`src/rtl/wb_pkg.sv`:
```
// Shared definitions for the round-robin Wishbone arbiter: state encoding,
// default bus widths and the read value returned with a timeout error.
package wb_pkg;

    typedef enum logic [1:0] {
        ST_IDLE    = 2'd0,
        ST_BUSY    = 2'd1,
        ST_RELEASE = 2'd2
    } state_e;

    localparam int DEF_AW = 32;
    localparam int DEF_DW = 32;

    // Read data presented to the owner when its transaction times out.
    localparam logic [31:0] TO_RDATA = 32'h0000_0000;

endpackage

```
`src/rtl/wb_arbiter_rr_pick.sv`:
```
// Combinational round-robin picker: first requester scanning last+1, last+2, ...
// modulo NM.
module rr_pick #(
    parameter int NM = 2,
    parameter int IW = 1
) (
    input  logic [NM-1:0] req,
    input  logic [IW-1:0] last,
    output logic          found,
    output logic [IW-1:0] idx
);

    int          j;
    logic [IW-1:0] jj;

    // Scan from farthest to nearest so the nearest hit after 'last' is written last.
    always_comb begin
        found = 1'b0;
        idx   = '0;
        j     = 0;
        jj    = '0;
        for (int k = NM; k >= 1; k--) begin
            j  = (int'(last) + k) % NM;
            jj = IW'(j);
            if (req[jj]) begin
                found = 1'b1;
                idx   = jj;
            end
        end
    end

endmodule

```
`src/rtl/wb_arbiter.sv`:
```
// Round-robin arbiter sharing one Wishbone master port among NM masters.
// Optional bus timeout with error response is enabled by WB_ARB_TIMEOUT_EN.
module wb_arbiter
    import wb_pkg::*;
#(
    parameter int NM      = 2,
    parameter int AW      = DEF_AW,
    parameter int DW      = DEF_DW,
    parameter int TIMEOUT = 255
) (
    input  logic             clk,
    input  logic             reset,
    input  logic [NM-1:0]    m_STB,
    input  logic [NM-1:0]    m_WE,
    input  logic [NM*AW-1:0] m_ADDR,
    input  logic [NM*DW-1:0] m_DAT_O,
    output logic [DW-1:0]    m_DAT_I,
    output logic [NM-1:0]    m_ACK,
    output logic [NM-1:0]    grant,
    output logic             busy,
    output logic             err,
    output logic             s_STB,
    output logic             s_WE,
    output logic [AW-1:0]    s_ADDR,
    output logic [DW-1:0]    s_DAT_O,
    input  logic [DW-1:0]    s_DAT_I,
    input  logic             s_ACK
);

    localparam int IW = (NM > 2) ? 2 : 1;

    state_e        state_q, state_d;
    logic [IW-1:0] gnt_q, gnt_d;
    logic [IW-1:0] last_q, last_d;
    logic          found;
    logic [IW-1:0] pick;
    logic          to_hit;

    rr_pick #(
        .NM (NM),
        .IW (IW)
    ) u_pick (
        .req   (m_STB),
        .last  (last_q),
        .found (found),
        .idx   (pick)
    );

`ifdef WB_ARB_TIMEOUT_EN
    localparam int TW = (TIMEOUT < 1) ? 1 : $clog2(TIMEOUT + 1);

    logic [TW-1:0] tcnt_q, tcnt_d;

    // Error response fires on the BUSY cycle where the counter reaches TIMEOUT;
    // a real ACK in that cycle takes precedence.
    assign to_hit = (state_q == ST_BUSY) && m_STB[gnt_q] && !s_ACK &&
                    (tcnt_q == TW'(TIMEOUT));

    always_comb begin
        tcnt_d = '0;
        if (state_q == ST_BUSY && !s_ACK)
            tcnt_d = tcnt_q + 1'b1;
    end

    always_ff @(posedge clk) begin
        if (!reset)
            tcnt_q <= '0;
        else
            tcnt_q <= tcnt_d;
    end
`else
    assign to_hit = 1'b0;
`endif

    always_ff @(posedge clk) begin
        if (!reset) begin
            state_q <= ST_IDLE;
            gnt_q   <= '0;
            last_q  <= IW'(NM - 1);
        end else begin
            state_q <= state_d;
            gnt_q   <= gnt_d;
            last_q  <= last_d;
        end
    end

    always_comb begin
        state_d = state_q;
        gnt_d   = gnt_q;
        last_d  = last_q;
        case (state_q)
            ST_IDLE: begin
                if (found) begin
                    state_d = ST_BUSY;
                    gnt_d   = pick;
                end
            end
            ST_BUSY: begin
                // A dropped strobe aborts the transaction even if ACK arrives together.
                if (!m_STB[gnt_q]) begin
                    state_d = ST_IDLE;
                end else if (s_ACK || to_hit) begin
                    state_d = ST_RELEASE;
                    last_d  = gnt_q;
                end
            end
            ST_RELEASE: state_d = ST_IDLE;
            default:    state_d = ST_IDLE;
        endcase
    end

    always_comb begin
        m_DAT_I = s_DAT_I;
        m_ACK   = '0;
        grant   = '0;
        busy    = 1'b0;
        err     = 1'b0;
        s_STB   = 1'b0;
        s_WE    = 1'b0;
        s_ADDR  = '0;
        s_DAT_O = '0;
        if (state_q == ST_BUSY) begin
            grant[gnt_q] = 1'b1;
            busy         = 1'b1;
            s_STB        = m_STB[gnt_q] & ~to_hit;
            s_WE         = m_WE[gnt_q];
            s_ADDR       = m_ADDR[int'(gnt_q)*AW +: AW];
            s_DAT_O      = m_DAT_O[int'(gnt_q)*DW +: DW];
            m_ACK[gnt_q] = m_STB[gnt_q] & (s_ACK | to_hit);
            err          = to_hit;
            if (to_hit)
                m_DAT_I = DW'(TO_RDATA);
        end
    end

endmodule

```
`config.mk`:
```
export PLATFORM = sky130hd
export DESIGN_NAME = wb_arbiter
export DESIGN_NICKNAME = d
export VERILOG_FILES = /design/src/rtl/wb_pkg.sv /design/src/rtl/wb_arbiter_rr_pick.sv /design/src/rtl/wb_arbiter.sv
export SDC_FILE = /design/constraint.sdc
export NUM_CORES = 1
export LEC_CHECK = 0
export ABC_AREA = 1
export BUFFER_PORTS_ARGS = -buffer_cell sky130_fd_sc_hd__buf_2
export CORE_AREA = 2 2 106 108
export CTS_CLUSTER_DIAMETER = 40
export DETAILED_ROUTE_END_ITERATION = 6
export DIE_AREA = 0 0 108 110
export PLACE_DENSITY = 0.48
export SYNTH_ARGS = -nofsm -noshare
export SYNTH_HDL_FRONTEND = slang
export SYNTH_SLANG_ARGS = --single-unit
```
`constraint.sdc`:
```
create_clock -name clk -period 2.29 [get_ports clk]
set_input_delay 0.1145 -clock clk [delete_from_list [all_inputs] [get_ports clk]]
set_output_delay 0.1145 -clock clk [all_outputs]
set_load 0.005 [all_outputs]
```
---- Yosys cells after proc, flatten, opt, wreduce, memory -nomap -nowiden ----
Index checks and enable logic that the tools add are counted.
storage, ports and cells
  logic and storage cells ................. 46
  register bits after elaboration ......... 4
  input port bits ......................... 167
  output and inout port bits .............. 104
operators by class
  shift operators ......................... 2
  bitwise operators ....................... 2
  multiplexer cells ....................... 25
  order comparisons ....................... 4
  equal/unequal tests ..................... 3
  $add $sub $neg .......................... 2
  reductions and logical operators ........ 5
operators by type and width
  kind                 count
  $shiftx 64x7->32     2
  $mux 32              2
  $mux 1               16
  $mux 2               5
  $lt 1x2->1 const B   3
  $pmux 2 s2           1
  $reduce_and 2->1     2
  $ne 3x3->1 const B   1
  $reduce_and 3->1     1
  $add 1x1->1 const B  2
  $and 2x2->2          1
  $eq 2x1->1 const B   1
  $logic_not 2->1      1
  $ne 2x2->1 const B   1
  $and 1x1->1          1
  $demux 1 s1          1
  $ge 1x1->1 const B   1
  $logic_and 1x1->1    1

---- Logic depth before layout (Yosys ltp) ----
Gate-level depths: netlist of the first run.
  word-level depth ........................ 7
  mapped depth ............................ 9
  gate-level depth less buffers ........... 7

---- By module ----
Synthesis of the first run repeated with hierarchy kept, for this count alone.
unflattened totals
  cells, all modules ...................... 279
  area total of the unflattened synthesis .. 1,372.6 sq um
by module, submodules not included
  module      cells an instance  seq. area each (sq um)  area an instance (sq um)  times used
  wb_arbiter  276                80.1                    1,357.6                   1
  rr_pick     3                  0.0                     15.0                      1

---- Worst setup path after synthesis of the first run ----
Ideal clock, no wire load.
  path type ............................... register to output
  start ................................... register state_q[1]
  end ..................................... output s_ADDR[0]
  arrival ................................. 961 ps
  stages on the path, launching flop included .. 10
  slack ................................... 1,215 ps
  buffers on the path ..................... 2
  data required time ...................... 2,176 ps
  cell sequence ........................... dfxtp_1 inv_1 nand2_2 inv_2 nand2_1 inv_2 buf_6 buf_6 nand2_1 nand2_1
between the ends
  longest elaborated chain between the ends .. 2
ends and longest elaborated chain
  element                   line               text
  start: declaration        wb_arbiter.sv:32   state_e state_q, state_d;
  start signal: assignment  wb_arbiter.sv:81   state_q <= state_d;
  $eq 2x1->1                wb_arbiter.sv:122  if (state_q == ST_BUSY) begin
  $mux 32                   wb_arbiter.sv:122
  end: declaration          wb_arbiter.sv:24   output logic [AW-1:0] s_ADDR,
Every way passes these cells.

---- Worst setup path in the final report of the first run ----
  start ................................... register state_q[1]
  end ..................................... output s_ADDR[20]
The elaborated chain is that of the path after synthesis.

==> results of run 1 <==
==> sequential cells by signal, indices dropped and copies added (netlist names) <==
register and cells:
state_q 2, gnt_q 1, last_q 1
==> kinds of logic after synthesis <==
kind of cell	count (synthesis)
compound gates	4
buf+inv	54
flops	4
other cells	1
simple gates	213
==> critical path, stage by stage (launching register included) <==
cell     delay (ps)
dfxtp_1         300
inv_1            60
nand2_2          70
inv_2            90
nand2_1          60
inv_2            50
buf_4           310
nand2_1         140
nand2_1         100
buf_2           100
==> synthesized netlist by cell type <==
master,instances,share of area [%]
a21oi_1,3,1.1
dfxtp_1,4,6.1
buf_6,10,8.5
nor3_1,2,0.76
nand3_1,3,1.1
nand2_1,204,58
nor2_1,3,0.85
o21ai_0,1,0.38
conb_1,1,0.28
nand2_2,1,0.47
inv_1,4,1.1
buf_2,4,1.5
inv_2,3,0.85
buf_4,33,19
==> layer usage <==
layer / GRT usage (%) / up-vias / wire [um]
met5: 0 / - / 0
met4: 2.93 / 0 / 74
met3: 2.94 / 8 / 755
met2: 16.8 / 158 / 2840
met1: 8.74 / 878 / 2270
li1: - / 1114 / -
==> per-stage QoR <==
stage / worst slack (ps) / instance area [um^2]
after floorplan: 1210 / 1320
after global placement: 886 / 2170
after detailed placement: 844 / 2170
after CTS: 606 / 2210
after global routing: 464 / 2210
final: 637 / 2210
==> where the power goes <==
part           switching (W)  leakage [nW]  total (W)  internal [W]
clock network      0.0000352        0.0216   0.000147      0.000112
logic               0.000181          1.53   0.000363      0.000182
registers         0.00000270        0.0328  0.0000772     0.0000745
==> layout make-up <==
cell class                      count  area, um^2
Multi-Input combinational cell    218         832
Fill cell                        1258        8490
Sequential cell                     4        80.1
Clock buffer                        3        41.3
Inverter                            7        26.3
Tap cell                          140         175
Timing Repair Buffer              209        1060
==> worst paths after layout <==
path                                  from          to  slack, ps
worst max register to register       gnt_q      last_q       1410
worst min register to register      last_q      last_q        450
worst min-delay path                 reset  state_q[1]        170
worst max-delay path            state_q[1]  s_ADDR[20]        640
==> reports/metrics.yaml, run 1 <==
clock_tree:
  numCtsBuffers: 3
  h-tree-depth: 1
  cts_sinks: 4
  cts_tree: "done"
  insertion_delay_ps: 220
  cts-root-buf: "clkbuf_8"
  cts_setup_buffers: 0
  clk_path_buf_depth: 2
  ctsHoldBuffers: 0
  clkTransAtPathRegs_ps: 30
  post_cts_resized: 0
finish:
  fin_cells: 581
  fin_nets: 610
  layout-drive-gt1-share_pct: 49.0
  layout_common_cells: "buf_2, nand2_1, inv_1, dfxtp_1, buf_4"
  final_common_cell: "buf_2"
  fin_util_pct: 20.7
  antenna_cells: 0
  area_growth_pct: 67.6
floorplanning:
  rows: 38
  start_util_pct: 12.3
  ios: 271
  dieArea_mm2: 0.0119
  design.core.area_mm2: 0.0107
  fp.dieH_um: 110
  die_w_um: 108
yosys:
  synth_compound_area_share_pct: 1.52
  avgSynthCellArea_um2: 4.78
  synth_xor_xnor_area_share_pct: 0
  yosys_warnings: 0
  ys_seq_elements: 4
  synth_cells: 276
  syn_area_mm2: 0.00132
  synthAdderAreaFrac_pct: 0
  synth_mux_area_share_pct: 0
  synth-simple-area-share_pct: 61.3
  synth_top_family_by_area: "simple AND/OR/NAND/NOR gates"
  synth_cell_types: 14
  seq_area_frac_synth_pct: 6.07
  syn_nets: 443
global_route:
  grt_use_total_pct: 8.71
  antenna_found_initial: 0
  grt_max_degree: 37
  grt-ovfl-total: 0
  grt_pass1_wl_um: 8310
  grt_pass1_vias: 1896
timing:
  min_period_ps: 1650
  hold_ws_ps: 167
  finalHoldViolCount: 0
  drv_slew: 0
  rsz0062_at_grt: "no"
  skew_ps: 1.79
  final-setup-viol-count: 0
  setup_tns_ps: 0
  fmax_ghz: 0.605
  finalCritPeriodShare_pct: 72.2
drt:
  first_iter_violations: 70
  vias: 2158
  drt_pass1_iterations: 5
  avgRoutedWirePerCell_um: 10.2
  wl_um: 5940
  antenna_left: 0
  viasPerCell: 3.71
  drcViolationCount: 0
placed_design:
  numPortBuffers: 205
  routabilityCongestion: 0.719
  dp.cells: 578
  dp_hpwl_um: 5030
power:
  finalPower_w: 0.000588
  pwr_density_cell_mw_per_mm2: 266
  irDropWorstVdd_uv: 270
  p_leak_nw: 1.58
critical_path:
  path_max_fanout: 36
  path_class: "reg2out"
  startpoint_type: "flip-flop"
  r2r_cells: 6
  end_kind: "output pin"
  required_ps: 2180
  cp_data_arrival_time_ps: 1540
run_status:
  outcome: "completed"
min_path:
  min_path_type: "in2reg"
  holdPathStages: 3
job:
  drv_cap: 0
No activity file was read; power rests on OpenSTA's default activity.
==> run 2, diff against run 1 <==
CORE_AREA = 2 2 105 107   (was 2 2 106 108)
DIE_AREA = 0 0 107 109   (was 0 0 108 110)
PLACE_DENSITY = 0.51   (was 0.48)
clock period = 1.49 ns   (was 2.29 ns; I/O delays follow)
==> run 2 against run 1 <==
Effect of this change: non-clock buffer count grew 16; wire length grew 27%; clock power grew 52%; first-iteration DRC count grew 61%; final cell count grew 3.1%; critical endpoint is now s_ADDR[25].
==> reports/metrics.yaml, run 2 (synthesis gave the netlist of run 1 again) <==
drt:
  drt_pass1_iterations: 4  # -1
  vias: 2283  # +5.8%
  wl_um: 7550  # +27%
  first_iter_violations: 113  # +61%
  viasPerCell: 3.81  # +2.6%
  drcViolationCount: 0  # unchanged
  antenna_left: 0  # unchanged
  avgRoutedWirePerCell_um: 12.6  # +23%
floorplanning:
  die_w_um: 107  # -0.93%
  start_util_pct: 12.4  # +0.11 points
  ios: 271  # unchanged
  design.core.area_mm2: 0.0106  # -0.89%
  rows: 38  # unchanged
  fp.dieH_um: 109  # -0.91%
  dieArea_mm2: 0.0117  # -1.8%
finish:
  final_design_area_no_fill_mm2: 0.00269  # +21%
  layout_common_cells: "buf_2, nand2_1, clkbuf_16"
  top_register: "state_q"
  area_growth_pct: 104
  antenna_cells: 0  # unchanged
  fin_nets: 628  # +3.0%
  final_common_cell: "buf_2"
  largestRegisters: "state_q: 2 flops, gnt_q: 1 flops, last_q: 1 flops"
  largest_reg_flops: 2  # unchanged
  layout-drive-gt1-share_pct: 54.2  # +5.3 points
global_route:
  antenna_found_initial: 0  # unchanged
  grt-ovfl-total: 0  # unchanged
  grt_pass1_vias: 1770  # -6.6%
  grt_use_total_pct: 7.63  # -1.1 points
  grt_max_degree: 40  # +8.1%
  grt_pass1_wl_um: 7310  # -12%
placed_design:
  routabilityCongestion: 0.721  # +0.24%
  numPortBuffers: 205  # unchanged
  dp_hpwl_um: 4480  # -11%
  placed_area_mm2: 0.00221  # +1.7%
critical_path:
  path_cells: "inv_2 -> nand2_4 -> inv_8 -> nand2_8 -> clkinv_8 -> clkbuf_16 -> nand2_2 -> nand2_1 -> buf_2"
  cp.depth: 9  # unchanged
  cp_data_arrival_time_ps: 1350  # -190 ps
  crit_path_top_delay_cell: "dfxtp_2"
  startpoint_type: "flip-flop"
  r2r_cells: 6  # unchanged
  path_class: "reg2out"
  path_buf_inv: 5  # unchanged
  end_kind: "output pin"
  required_ps: 1420  # -760 ps
  path_delay_family: "buffers and inverters"
  path_max_fanout: 6  # -83%
  max_stage_delay_ps: 320  # about the same
power:
  irDropWorstVdd_uv: 548  # +100%
  p_sw_share_pct: 38.0  # +0.69 points
  p_comb_share_pct: 68.8  # +7.0 points
  p_seq_share_pct: 11.1  # -2.0 points
  pwr_density_cell_mw_per_mm2: 415  # +56%
  finalPower_w: 0.00111  # +90%
  power_switching_w: 0.000423  # +93%
  p_leak_nw: 1.77  # +12%
  pwr-share-clk_pct: 20.1  # -4.9 points
  p_int_w: 0.000691  # +87%
timing:
  min_period_ps: 1430
  final-setup-viol-count: 0  # unchanged
  drv_slew: 0  # unchanged
  fmax_ghz: 0.701
  finalCritPeriodShare_pct: 95.7
  skew_ps: 0.649  # -1.14 ps
  hold_ws_ps: 135  # -31.9 ps
  finalHoldViolCount: 0  # unchanged
  rsz0062_at_grt: "yes"
clock_tree:
  cts-root-buf: "clkbuf_8"
  numCtsBuffers: 3  # unchanged
  h-tree-depth: 1  # unchanged
  clkTransAtPathRegs_ps: 30  # about the same
  clk_path_buf_depth: 2  # unchanged
  cts_sinks: 4  # unchanged
  cts_tree: "done"
  insertion_delay_ps: 210  # about the same
run_status:
  outcome: "completed"
min_path:
  holdPathStages: 3  # unchanged
  min_path_type: "in2reg"
job:
  drv_cap: 0  # unchanged
## run 2: changes by cell type in the layout (fill, tap and decap cells not counted), moves of 3 or more
cell,before,now
dfxtp_2,0,3
nand2_2,1,8
clkbuf_16,0,10
dfxtp_1,4,1
buf_4,4,1
buf_12,0,4
buf_6,0,4
nand2_1,204,194
## run 2: final timing paths
check	from	end	slack, ps
min	reset	gnt_q	130
max	state_q[1]	s_ADDR[25]	60
min reg2reg	last_q	last_q	450
max reg2reg	gnt_q	last_q	500
## run 2: power by group through the flow
stage          Clock (W)  Sequential, W  Combinational (W)
2_1_floorplan          0       0.000119           0.000318
3_3_place_gp           0       0.000120           0.000572
3_5_place_dp           0       0.000121           0.000576
4_1_cts         0.000233       0.000119           0.000580
5_1_grt         0.000246       0.000124           0.000845
6_report        0.000224       0.000124           0.000766
## run 2: layer usage
| layer | vias up | routed length (um) | global-route usage [%] |
|---|---|---|---|
| met1 | 963 | 3260 | 7.81 |
| li1 | 1161 | - | - |
| met5 | - | 0 | 0 |
| met4 | 0 | 106 | 1.39 |
| met2 | 149 | 3600 | 15.3 |
| met3 | 10 | 585 | 2.33 |
## run 2: repair_timing
item	CTS	global route
resized for setup	1	34
setup endpoints to repair	24	65
setup buffers	0	1
hold buffers	0	0
cloned	0	17
pin swaps	0	6
## run 2: layout make-up
cell class,count,area [um^2]
timing repair inverter,2,17.5
timing repair buffer,225,1420
fill,1197,7920
sequential,4,83.8
inverter,7,53.8
multi-input combinational,218,890
tap,140,175
clock buffer,3,41.3
## run 2: tightest hold or removal path, delay by kind of cell
kind            cells  cell delay (ps)
compound gates      1              100
buf+inv             2              130
## run 2: metrics by stage
stage | setup WS, ps | setup TNS, ps | cells | utilization (%)
2_1_floorplan | 455 | 0 | 276 | -
4_1_cts | 5.96 | 0 | 581 | 21.2
6_report | 64.0 | 0 | 599 | 25.3
5_1_grt | -9.01 | -56.6 | 599 | 25.3
3_3_place_gp | 232 | 0 | 578 | 20.8
3_5_place_dp | 195 | 0 | 578 | 20.8
==> run 3, diff against run 2 <==
CORE_AREA = 2 2 104 106   (was 2 2 105 107)
CTS_BUF_LIST = sky130_fd_sc_hd__clkbuf_8   (was unset)
DIE_AREA = 0 0 106 108   (was 0 0 107 109)
PLACE_DENSITY = 0.5   (was 0.51)
clock period = 1.4 ns   (was 1.49 ns; I/O delays follow)
==> run 3 against run 2 <==
Effect of this change: the run now ends with negative setup slack left; final cell count down 1.5%; clock power grew 8.9%; total power rose by 0.92%; sequential power about the same; largest power group unchanged.
==> reports/metrics.yaml, run 3 (synthesis gave the netlist of run 1 again) <==
critical_path:
  path_class: "reg2out"
  path_delay_family: "buffers and inverters"
  crit_path_top_delay_cell: "dfxtp_2"
  max_stage_delay_ps: 330  # about the same
  path_buf_inv: 6  # +1
  cp_data_arrival_time_ps: 1380  # +30 ps
  end_kind: "output pin"
  crit_top_cell: "nand2_2"
  r2r-start: "state_q[1]"
  path_cells: "inv_2 -> nand2_2 -> inv_2 -> nand2_2 -> clkinv_4 -> buf_12 -> clkbuf_16 -> nand2_2 -> nand2_1 -> buf_2"
  required_ps: 1330  # -90 ps
  startpoint_type: "flip-flop"
  reg2reg_to: "last_q"
  path_max_fanout: 5  # -1
  reg2reg_slack_ps: 390  # -110 ps
  r2r_cells: 7  # +1
power:
  p_leak_nw: 1.76  # -0.50%
  pwr_density_cell_mw_per_mm2: 425  # +2.4%
  irDropWorstVdd_uv: 343  # -37%
  p_comb_share_pct: 66.9  # -1.9 points
  p_sw_share_pct: 37.1  # -0.91 points
  p_seq_share_pct: 11.3  # +0.2 points
  pwr-share-clk_pct: 21.7  # +1.6 points
  power_switching_w: 0.000417  # -1.5%
  p_int_w: 0.000707  # +2.4%
  finalPower_w: 0.00112  # +0.92%
placed_design:
  numPortBuffers: 205  # unchanged
  dpl_worst_slack_ps: 159  # -35.8 ps
  dp_hpwl_um: 4660  # +4.0%
  routabilityCongestion: 0.756  # +4.9%
  placed_area_mm2: 0.00221  # +0.34%
clock_tree:
  cts_tree: "done"
  clk_path_buf_depth: 2  # unchanged
  cts_sinks: 4  # unchanged
  numCtsBuffers: 3  # unchanged
  h-tree-depth: 1  # unchanged
  clkTransAtPathRegs_ps: 30  # about the same
  insertion_delay_ps: 220  # about the same
  cts-root-buf: "clkbuf_8"
drt:
  antenna_left: 0  # unchanged
  avgRoutedWirePerCell_um: 11.1  # -12%
  viasPerCell: 3.84  # +0.72%
  drcViolationCount: 0  # unchanged
  wl_um: 6550  # -13%
  drt_pass1_iterations: 4  # unchanged
  first_iter_violations: 132  # +17%
  vias: 2265  # -0.79%
global_route:
  grt_pass1_vias: 2022  # +14%
  grt_pass1_wl_um: 8740  # +20%
  grt-ovfl-total: 0  # unchanged
  antenna_found_initial: 0  # unchanged
  grt_max_degree: 38  # -5.0%
  grt_use_total_pct: 9.26  # +1.6 points
timing:
  fmax_ghz: 0.689
  drv_slew: 0  # unchanged
  timing.final.ws_setup_ps: -51.9  # -116 ps
  rsz0062_at_grt: "yes"
  finalCritPeriodShare_pct: 104
  finalHoldViolCount: 0  # unchanged
  final-setup-viol-count: 39  # +39
  skew_ps: 0.491  # -0.159 ps
  min_period_ps: 1450
finish:
  fillCellCount: 1177  # -1.7%
  antenna_cells: 0  # unchanged
  layout_common_cells: "buf_2, nand2_1, nand2_2"
  largestRegisters: "state_q: 2 flops, gnt_q: 1 flops, last_q: 1 flops"
  area_growth_pct: 101
  final_common_cell: "buf_2"
  layout-drive-gt1-share_pct: 57.3  # +3.0 points
  top_register: "state_q"
  largest_reg_flops: 2  # unchanged
  final_design_area_no_fill_mm2: 0.00265  # -1.5%
  fin_nets: 623  # -0.80%
floorplanning:
  dieArea_mm2: 0.0114  # -1.8%
  die_w_um: 106  # -0.93%
  rows: 37  # -2.6%
  ios: 271  # unchanged
  start_util_pct: 12.9  # +0.45 points
  design.core.area_mm2: 0.0102  # -3.5%
  fp.dieH_um: 108  # -0.92%
min_path:
  holdPathStages: 3  # unchanged
  min_path_type: "in2reg"
  hp-start: "reset"
  min_to: "state_q[1]"
job:
  drv_cap: 0  # unchanged
run_status:
  violations: "negative setup slack"
  outcome: "complete, but fails checks"
run 3: routing by layer:
metal  GRT usage [%]  wire length [um]  up-vias  part of all wire [%]
li1                -                 -     1144                     -
met1            9.94              2670      973                    41
met2            18.1              3160      142                    48
met3            2.53               675        6                    10
met4            1.88                40        0                  0.61
met5               0                 0        -                     0
run 3: power by group through the flow:
stage	clock [W]	sequential, W	combinational, W
global placement	0	0.000128	0.000625
CTS	0.000249	0.000127	0.000677
detailed placement	0	0.000128	0.000625
global route	0.000252	0.000128	0.000844
floorplan	0	0.000127	0.000338
finish	0.000244	0.000127	0.000753
run 3: worst max-delay path by stage:
| stage | startpoint | end | slack, ps | cells past startpoint |
|---|---|---|---|---|
| floorplan | state_q[1] | s_ADDR[0] | 370 | 9 |
| global placement | state_q[1] | s_DAT_O[1] | 170 | 9 |
| detailed placement | state_q[1] | s_DAT_O[31] | 160 | 9 |
| CTS | state_q[1] | s_DAT_O[25] | -20 | 10 |
| global route | state_q[1] | s_DAT_O[27] | -100 | 10 |
| finish | state_q[1] | s_DAT_O[5] | -50 | 10 |
run 3: final cells by class:
type	instances	area, um^2	area share [%]
Clock buffer	3	41.3	1.56
Inverter	7	36.3	1.37
Multi-Input combinational cell	218	925	35.0
Sequential cell	4	82.6	3.12
Tap cell	136	170	6.43
Timing Repair Buffer	222	1390	52.6
run 3: worst reg2reg max path: cells and delay by family, from the launching register on:
family / cells / cell delay (ps)
buffers and inverters: 3 / 300
flip-flops: 1 / 320
AND/OR/NAND/NOR: 4 / 330
run 3: per-stage QoR:
step / hold WS, ps / instances / setup TNS [ps] / utilization [%]
after floorplan: 221 / 276 / 0 / -
after global placement: 140 / 574 / 0 / 21.6
after detailed placement: 140 / 574 / 0 / 21.6
after global routing: 140 / 590 / -4490 / 25.9
after CTS: 137 / 586 / -181 / 23.9
final: 133 / 590 / -879 / 25.9
run 3: repair_timing:
item | 4_1_cts | 5_1_grt
setup buffers | 5 | 0
cloned | 4 | 4
setup endpoints to repair | 38 | 66
hold buffers | 0 | 0
pin swaps | 4 | 5
resized for setup | 11 | 38
